**src/rtl/oam_dma.sv**
```systemverilog
// oam_dma: bus-master copy of one source page into sprite
// attribute memory, triggered by a CPU write of the page byte.
//
// Ports:
//   i_clk, i_reset      clock, synchronous active-high reset
//   i_cpu_addr/wr/rd    CPU register decode and strobes
//   i_cpu_wdata         page byte written to the DMA register
//   o_cpu_rdata(_en)    page readback, one cycle after the read
//   o_bus_req, i_bus_gnt  bus ownership handshake
//   o_bus_addr/rd/wr    master address and strobes
//   o_bus_wdata         byte written into OAM
//   i_bus_rdata         read data, valid the cycle after a read
//   o_busy, o_done      transfer active / completion pulse
module oam_dma #(
  parameter logic [15:0] DMA_REG_ADDR = 16'hFF46,
  parameter logic [15:0] OAM_BASE     = 16'hFE00,
  parameter int          XFER_LEN     = 160
) (
  input  logic        i_clk,
  input  logic        i_reset,
  input  logic [15:0] i_cpu_addr,
  input  logic        i_cpu_wr,
  input  logic        i_cpu_rd,
  input  logic [7:0]  i_cpu_wdata,
  output logic [7:0]  o_cpu_rdata,
  output logic        o_cpu_rdata_en,
  output logic        o_bus_req,
  input  logic        i_bus_gnt,
  output logic [15:0] o_bus_addr,
  output logic        o_bus_rd,
  output logic        o_bus_wr,
  output logic [7:0]  o_bus_wdata,
  input  logic [7:0]  i_bus_rdata,
  output logic        o_busy,
  output logic        o_done
);

  typedef enum logic [2:0] {
    S_IDLE,
    S_REQ,
    S_READ,
    S_LATCH,
    S_WRITE,
    S_DONE
  } state_t;

  localparam logic [7:0] LAST_IDX =
    8'(XFER_LEN - 1);

  state_t      r_state;
  logic [7:0]  r_page;
  logic [7:0]  r_src_page;
  logic [7:0]  r_idx;
  logic [7:0]  r_data;
  logic [15:0] r_addr;
  logic        r_req;
  logic        r_busy;
  logic        r_rd;
  logic        r_wr;
  logic        r_done;
  logic        r_rd_done;
  logic [7:0]  r_rdata;
  logic        r_rdata_en;

  logic        w_hit;
  logic        w_reg_wr;
  logic        w_reg_rd;
  logic [7:0]  w_eff_page;
  logic [15:0] w_src;
  logic [15:0] w_dst;
  logic [7:0]  w_nxt_idx;
  logic        w_last;

  assign w_hit    = (i_cpu_addr == DMA_REG_ADDR);
  assign w_reg_wr = i_cpu_wr && w_hit;
  assign w_reg_rd = i_cpu_rd && w_hit;

  // Pages E0..FF alias the work RAM echo region.
  assign w_eff_page = (i_cpu_wdata >= 8'hE0)
                    ? i_cpu_wdata - 8'h20
                    : i_cpu_wdata;

  assign w_src     = {r_src_page, r_idx};
  assign w_dst     = OAM_BASE + {8'h00, r_idx};
  assign w_nxt_idx = r_idx + 8'd1;
  assign w_last    = (r_idx == LAST_IDX);

  // Strobes are gated by the live grant so a
  // dropped grant silences the bus immediately.
  assign o_bus_rd    = r_rd && i_bus_gnt;
  assign o_bus_wr    = r_wr && i_bus_gnt;
  assign o_bus_req   = r_req;
  assign o_bus_addr  = r_addr;
  assign o_bus_wdata = r_data;
  assign o_busy      = r_busy;
  assign o_done      = r_done;

  assign o_cpu_rdata    = r_rdata;
  assign o_cpu_rdata_en = r_rdata_en;

  // Read data arrives the cycle after a strobe
  // that actually reached the bus; capture it
  // then, even if LATCH is stalled by the grant.
  always_ff @(posedge i_clk) begin
    if (i_reset) begin
      r_rd_done <= 1'b0;
      r_data    <= 8'h00;
    end else begin
      r_rd_done <= o_bus_rd;
      if (r_rd_done) begin
        r_data <= i_bus_rdata;
      end
    end
  end

  always_ff @(posedge i_clk) begin
    if (i_reset) begin
      r_state    <= S_IDLE;
      r_page     <= 8'h00;
      r_src_page <= 8'h00;
      r_idx      <= 8'h00;
      r_addr     <= 16'h0000;
      r_req      <= 1'b0;
      r_busy     <= 1'b0;
      r_rd       <= 1'b0;
      r_wr       <= 1'b0;
      r_done     <= 1'b0;
    end else begin
      r_done <= 1'b0;
      // A register write starts or restarts from
      // any state, overriding a final WRITE.
      if (w_reg_wr) begin
        r_page     <= i_cpu_wdata;
        r_src_page <= w_eff_page;
        r_idx      <= 8'h00;
        r_state    <= S_REQ;
        r_req      <= 1'b1;
        r_busy     <= 1'b1;
        r_rd       <= 1'b0;
        r_wr       <= 1'b0;
      end else begin
        unique case (r_state)
          S_IDLE: begin
            r_req  <= 1'b0;
            r_busy <= 1'b0;
          end
          S_REQ: begin
            if (i_bus_gnt) begin
              r_state <= S_READ;
              r_rd    <= 1'b1;
              r_addr  <= w_src;
            end
          end
          S_READ: begin
            if (i_bus_gnt) begin
              r_state <= S_LATCH;
              r_rd    <= 1'b0;
            end
          end
          S_LATCH: begin
            if (i_bus_gnt) begin
              r_state <= S_WRITE;
              r_wr    <= 1'b1;
              r_addr  <= w_dst;
            end
          end
          S_WRITE: begin
            if (i_bus_gnt) begin
              r_wr <= 1'b0;
              if (w_last) begin
                r_state <= S_DONE;
                r_req   <= 1'b0;
                r_busy  <= 1'b0;
                r_done  <= 1'b1;
              end else begin
                r_state <= S_READ;
                r_idx   <= w_nxt_idx;
                r_rd    <= 1'b1;
                r_addr  <= {r_src_page, w_nxt_idx};
              end
            end
          end
          S_DONE: begin
            r_state <= S_IDLE;
          end
          default: begin
            r_state <= S_IDLE;
          end
        endcase
      end
    end
  end

  // Readback reports the raw page; no side effect.
  always_ff @(posedge i_clk) begin
    if (i_reset) begin
      r_rdata    <= 8'h00;
      r_rdata_en <= 1'b0;
    end else begin
      r_rdata_en <= w_reg_rd;
      r_rdata    <= w_reg_rd ? r_page : 8'h00;
    end
  end

endmodule
```
**config.mk**
```make
export PLATFORM = sky130hd
export DESIGN_NAME = oam_dma
export DESIGN_NICKNAME = d
export VERILOG_FILES = /design/src/rtl/oam_dma.sv
export SDC_FILE = /design/constraint.sdc
export NUM_CORES = 1
export LEC_CHECK = 0
export BUFFER_PORTS_ARGS = -buffer_cell sky130_fd_sc_hd__buf_2
export CORE_UTILIZATION = 45
export CTS_BUF_LIST = sky130_fd_sc_hd__clkbuf_16
export CTS_CLUSTER_DIAMETER = 80
export DETAILED_ROUTE_END_ITERATION = 8
export PLACE_DENSITY = 0.74
export REMOVE_ABC_BUFFERS = 1
export SLEW_MARGIN = 20
export SYNTH_ARGS = -nofsm -noshare
export SYNTH_HDL_FRONTEND = slang
export SYNTH_SLANG_ARGS = --single-unit
```
**constraint.sdc**
```tcl
create_clock -name i_clk -period 1.8 [get_ports i_clk]
set_input_delay 0.18 -clock i_clk [delete_from_list [all_inputs] [get_ports i_clk]]
set_output_delay 0.18 -clock i_clk [all_outputs]
set_load 0.01 [all_outputs]
```
# [After elaboration in Yosys (flattened, before gate mapping)]
# Cells that the tools add are included.
[op_classes] addsub=3 order_cmp=1 eq_ne=17 muxes=24 bitwise_logic=6 reduce_logical=19
[ops] operator="16-bit two-way mux" n=4
[ops] operator="16-bit one-hot mux with 3 select lines" n=1
[ops] operator="16-bit == test (second input constant)" n=1
[ops] operator="3-bit two-way mux" n=5
[ops] operator="3-bit inequality test (second input constant)" n=5
[ops] operator="3-bit one-hot mux with 5 select lines" n=1
[ops] operator="5-bit AND reduction" n=3
[ops] operator="2-bit inequality test (second input constant)" n=6
[ops] operator="10-bit by 9-bit adder with 11-bit output (first input constant)" n=1
[ops] operator="1-bit two-way mux" n=9
[ops] operator="3-bit AND reduction" n=3
[ops] operator="3-bit nonzero test" n=3
[ops] operator="8-bit by 1-bit adder with 8-bit output (second input constant)" n=1
[ops] operator="8-bit == test (second input constant)" n=1
[ops] operator="8-bit greater-or-equal comparator (second input constant)" n=1
[ops] operator="8-bit two-way mux" n=1
[ops] operator="8-bit by 6-bit subtractor with 8-bit output (second input constant)" n=1
[ops] operator="3-bit by 2-bit == test with 1-bit output (second input constant)" n=2
[ops] operator="1-bit NOT" n=6
[ops] operator="6-bit AND reduction" n=1
[ops] operator="1-bit logical AND" n=4
[ops] operator="1-bit one-hot mux with 2 select lines" n=2
[ops] operator="2-bit OR reduction" n=2
[ops] operator="4-bit OR reduction" n=1
[ops] operator="other kinds (5)" n=5
[word_totals] ff_bits=65 input_bits=37 output_inout_bits=38 elab_cells=84

# [Logic depth before layout (Yosys ltp)]
[logic_depth] word_depth=5 mapped_depth=7 ltp_nobuf=6

# [Least setup slack after synthesis]
# No wires, ideal clock.
[synth_timing] path_type="register to register" start="register r_idx[0]" end="register r_addr[10], in the netlist o_bus_addr[10]" setup_time_ns=0.086 arrival_ns=1.785 t_required_ns=1.714 setup_slack_ns=-0.071 path_stages_with_launch=7 path_buffers=1 synth_period_minus_slack_ns=1.871 path_cell_list="dfxtp_1 > ha_1 > nand3_1 > o311ai_4 > a32oi_4 > buf_2 > a211oi_1"
[synth_between] elab_chain_len=3 word_cells_on_any_way=6 classes_between="add/sub: 1; eq/ne: 2; mux: 2; reduce/logical: 1"
[synth_rtl] item="from (decl)" line="53" rtl="logic [7:0] r_idx;"
[synth_rtl] item="from (signal assigned)" line="177" rtl="r_idx <= w_nxt_idx;"
[synth_rtl] item="10-bit by 9-bit adder with 11-bit output / 8-bit == test (equally long branches)" line="84, 86"
[synth_rtl] item="16-bit two-way mux / 2-bit inequality test (equally long branches)"
[synth_rtl] item="16-bit one-hot mux with 3 select lines / 6-bit AND reduction (equally long branches)"
[synth_rtl] item="to (signal assigned)" line="151" rtl="r_addr <= w_src;"
[synth_rtl] item="to (signal assigned)" line="164" rtl="r_addr <= w_dst;"
[synth_rtl] item="to (signal assigned)" line="179" rtl="r_addr <= {r_src_page, w_nxt_idx};"
[synth_rtl] item="to (decl)" line="55" rtl="logic [15:0] r_addr;"
# Several ways; a longest one is shown, not always the timed one. The select of a mux whose other input is x is not followed.
# A chain may end at the register's enable or synchronous reset.

# [Worst setup path in the final report]
[layout_timing] start="register r_idx[1]" end="register r_rd"
[layout_between] elab_chain_len=3
[layout_rtl] item="8-bit == test" line="86" rtl="assign w_last = (r_idx == LAST_IDX);"
[layout_rtl] item="2-bit inequality test (no source line)"
[layout_rtl] item="5-bit AND reduction (no source line)"
[layout_rtl] item="to (signal assigned)" line="125" rtl="r_rd <= 1'b0;"
[layout_rtl] item="to (signal assigned)" line="139" rtl="r_rd <= 1'b0;"
[layout_rtl] item="to (signal assigned)" line="150" rtl="r_rd <= 1'b1;"
[layout_rtl] item="to (decl)" line="58" rtl="logic r_rd;"
# No other way between the ends.

==> impl_metrics.yaml <==
synthesis:
  synth-main-ff-cell: "dfxtp_1"
  syn_area_um2: 2520
  synth_warnings: 0
  synth-simple-area-share_pct: 23.9
  synth_cell_types: 46
  synth_top_area_share_pct: 47.6
  synthAdderAreaFrac_pct: 0.992
  muxShareOfSynthArea_pct: 7.14
  avgSynthCellArea_um2: 9.52
  yosys_register_bits: 60
  ys_async_sr_fraction_pct: 0
  synth_compound_area_share_pct: 10.7
  synthCells: 265
  synth_top_family_by_area: "simple AND/OR/NAND/NOR gates"
  synthXorXnorAreaFrac_pct: 4.86
  synth_edf_count: 0
  ys_top_cells_by_area: "dfxtp_1 (48%), nor2_1 (8.9%), mux2i_1 (7.1%)"
  yosys.area.top_type: "dfxtp_1"
  ys_seq_area_share_pct: 47.6
finish:
  area_growth_pct: 34.2
  fillers: 433
  final_common_cell: "buf_2"
  final_cell_mix: "buf_2 (74), nor2_1 (60), dfxtp_1 (59), mux2i_1 (18), buf_4 (18)"
  diodes: 0
  fin_nets: 392
  final_cells: 428
  drive_above_1_share_pct: 34.9
global_route:
  grt_max_degree: 28
  grt_pass1_wl_um: 8760
  first_global_vias: 1933
  antenna_found_initial: 0
  grt_usage_pct: 19.1
  overflow: 0
clock_network:
  numCtsBuffers: 9
  clock_latency_ns: 0.32
  hold_buffers: 0
  htreeDepth: 3
  cts_tree: "built"
  ctsRootBufferMaster: "clkbuf_16"
  clockBufferDepth: 2
  path_clk_slew_ns: 0.06
  cts_sinks: 60
timing:
  rsz0062_at_grt: "no"
  hold_viol: 0
  maxSlewViolCount: 0
  max_freq_ghz: 0.591
  hold-worst-slack_ns: 0.0937
  min_period_ns: 1.69
  skew_ns: 0.00480
  slew_headroom_pct: 69.3
  worst_slew_pin_slew_ns: 0.459
  setup_viol: 0
  fin_crit_sh_pct: 94.1
setup_path:
  crit_fanout: 3
  r2r_slack_ns: 0.11
  critical_path_class: "reg -> reg"
  cp.arrival_ns: 1.91
  crit_start: "r_idx[1]"
  r2r-start: "r_idx[1]"
  cp.required_ns: 2.02
  end_kind: "register"
  startpoint_type: "register"
run:
  max-cap-violations: 0
floorplanning:
  die_area_um2: 5910
  die_y_um: 76.9
  coreArea_um2: 5240
  ios: 75
  rows: 26
  start_util_pct: 48.2
  die_w_um: 76.9
detailed_routing:
  via_per_inst: 4.92
  drt.antenna.violating_nets: 0
  vias: 2106
  wl_per_cell_um: 12.5
  first_pass_iters: 5
  drcViolationCount: 0
  drt_iter0_drc: 60
  drt-total-wl_um: 5340
placement:
  gp_congestion: 0.797
  dp_cells: 412
  hpwl_um: 3740
  io_buffers: 74
power_and_ir_drop:
  leakagePower_nw: 1.40
  p_per_area_nw_per_um2: 963
  vdd.ir_drop.worst_uv: 655
status:
  status: "complete, no violations"
min_path:
  min_from: "i_bus_rdata[4]"
  hold_path_class: "in -> reg"
[cell usage after synthesis (2+ instances only)]
cell type  count
xnor2_1       12
a21oi_2        2
and3_1         2
o21ai_0        2
ha_1           2
nand3_2        2
nand3b_1       2
mux2i_1       18
nand2_1       12
nor2b_1        2
nor3_1         4
nand3_1        7
a21oi_1        5
clkbuf_1       6
buf_6          3
xor2_1         2
and2_1        11
buf_2          3
nand2b_1       6
buf_1          3
dfxtp_1       60
a211oi_1      14
nor2_1        60
inv_1          3
[worst max-delay path, stage by stage (launching register included)]
cell     delay (ns)
dfxtp_1        0.34
ha_2           0.19
nand3_2        0.12
nor3_2         0.24
nor2_1         0.07
o311a_1        0.35
o221a_2        0.27
[worst paths after layout]
check	cells past startpoint	to
setup / recovery	6	r_rd
hold / removal	3	o_bus_wdata[4]
setup reg to reg	6	r_rd
hold reg to reg	2	r_src_page[6]
[repair_timing]
action,in CTS,in global routing
pin swaps,0,3
gates resized for setup,1,4
endpoints found under the setup margin,2,19
setup buffers,0,0
[metrics by stage]
stage | total power, W | setup slack (ns) | cell area (µm²) | setup TNS [ns] | util, %
after floorplan | 0.00137 | -0.166 | 2410 | -3.23 | -
after global placement | 0.00144 | -0.0334 | 3050 | -0.264 | 58.2
after detailed placement | 0.00144 | -0.0887 | 3050 | -0.735 | 58.2
after CTS | 0.00329 | -0.00612 | 3370 | -0.00612 | 64.4
after global routing | 0.00336 | 0.000872 | 3390 | 0 | 64.6
final | 0.00326 | 0.107 | 3390 | 0 | 64.6
[registers in the layout (all words and copies together) (netlist names), 3 cells and up]
register / cells
o_bus_addr: 16
o_bus_wdata: 8
o_cpu_rdata: 8
r_idx: 8
r_page: 8
r_src_page: 3
r_state: 3
[per-layer routing]
metal,routed length (µm),vias to the layer above,GRT usage (%),share of wire [%]
met5,0,-,0,0
li1,-,1082,-,-
met4,97,0,11.3,1.8
met1,2400,945,22.6,45
met3,279,10,3.81,5.2
met2,2570,69,31.8,48
[where the power goes]
part | internal, W | switching [W]
Sequential | 0.00133 | 0.00000000382
Clock | 0.00122 | 0.000629
Combinational | 0.0000416 | 0.0000451
[layout make-up]
class / instances / area (µm²) / area share [%]
tap: 70 / 87.6 / 2.59
sequential: 60 / 1200 / 35.5
clock buffer: 9 / 225 / 6.65
clock inverter: 7 / 100 / 2.96
multi-input combinational: 185 / 1210 / 35.8
timing repair buffer: 94 / 546 / 16.1
inverter: 3 / 11.3 / 0.333
[kinds of logic after synthesis]
| family | count (synthesis) |
|---|---|
| AOI/OAI and AO/OA | 32 |
| xor gates and xnor gates | 14 |
| adders and majority gates | 2 |
| buffers and inverters | 20 |
| DFF | 60 |
| muxes | 18 |
| and+or+nand+nor | 119 |
Note: power is estimated with default switching activity, not from simulation.
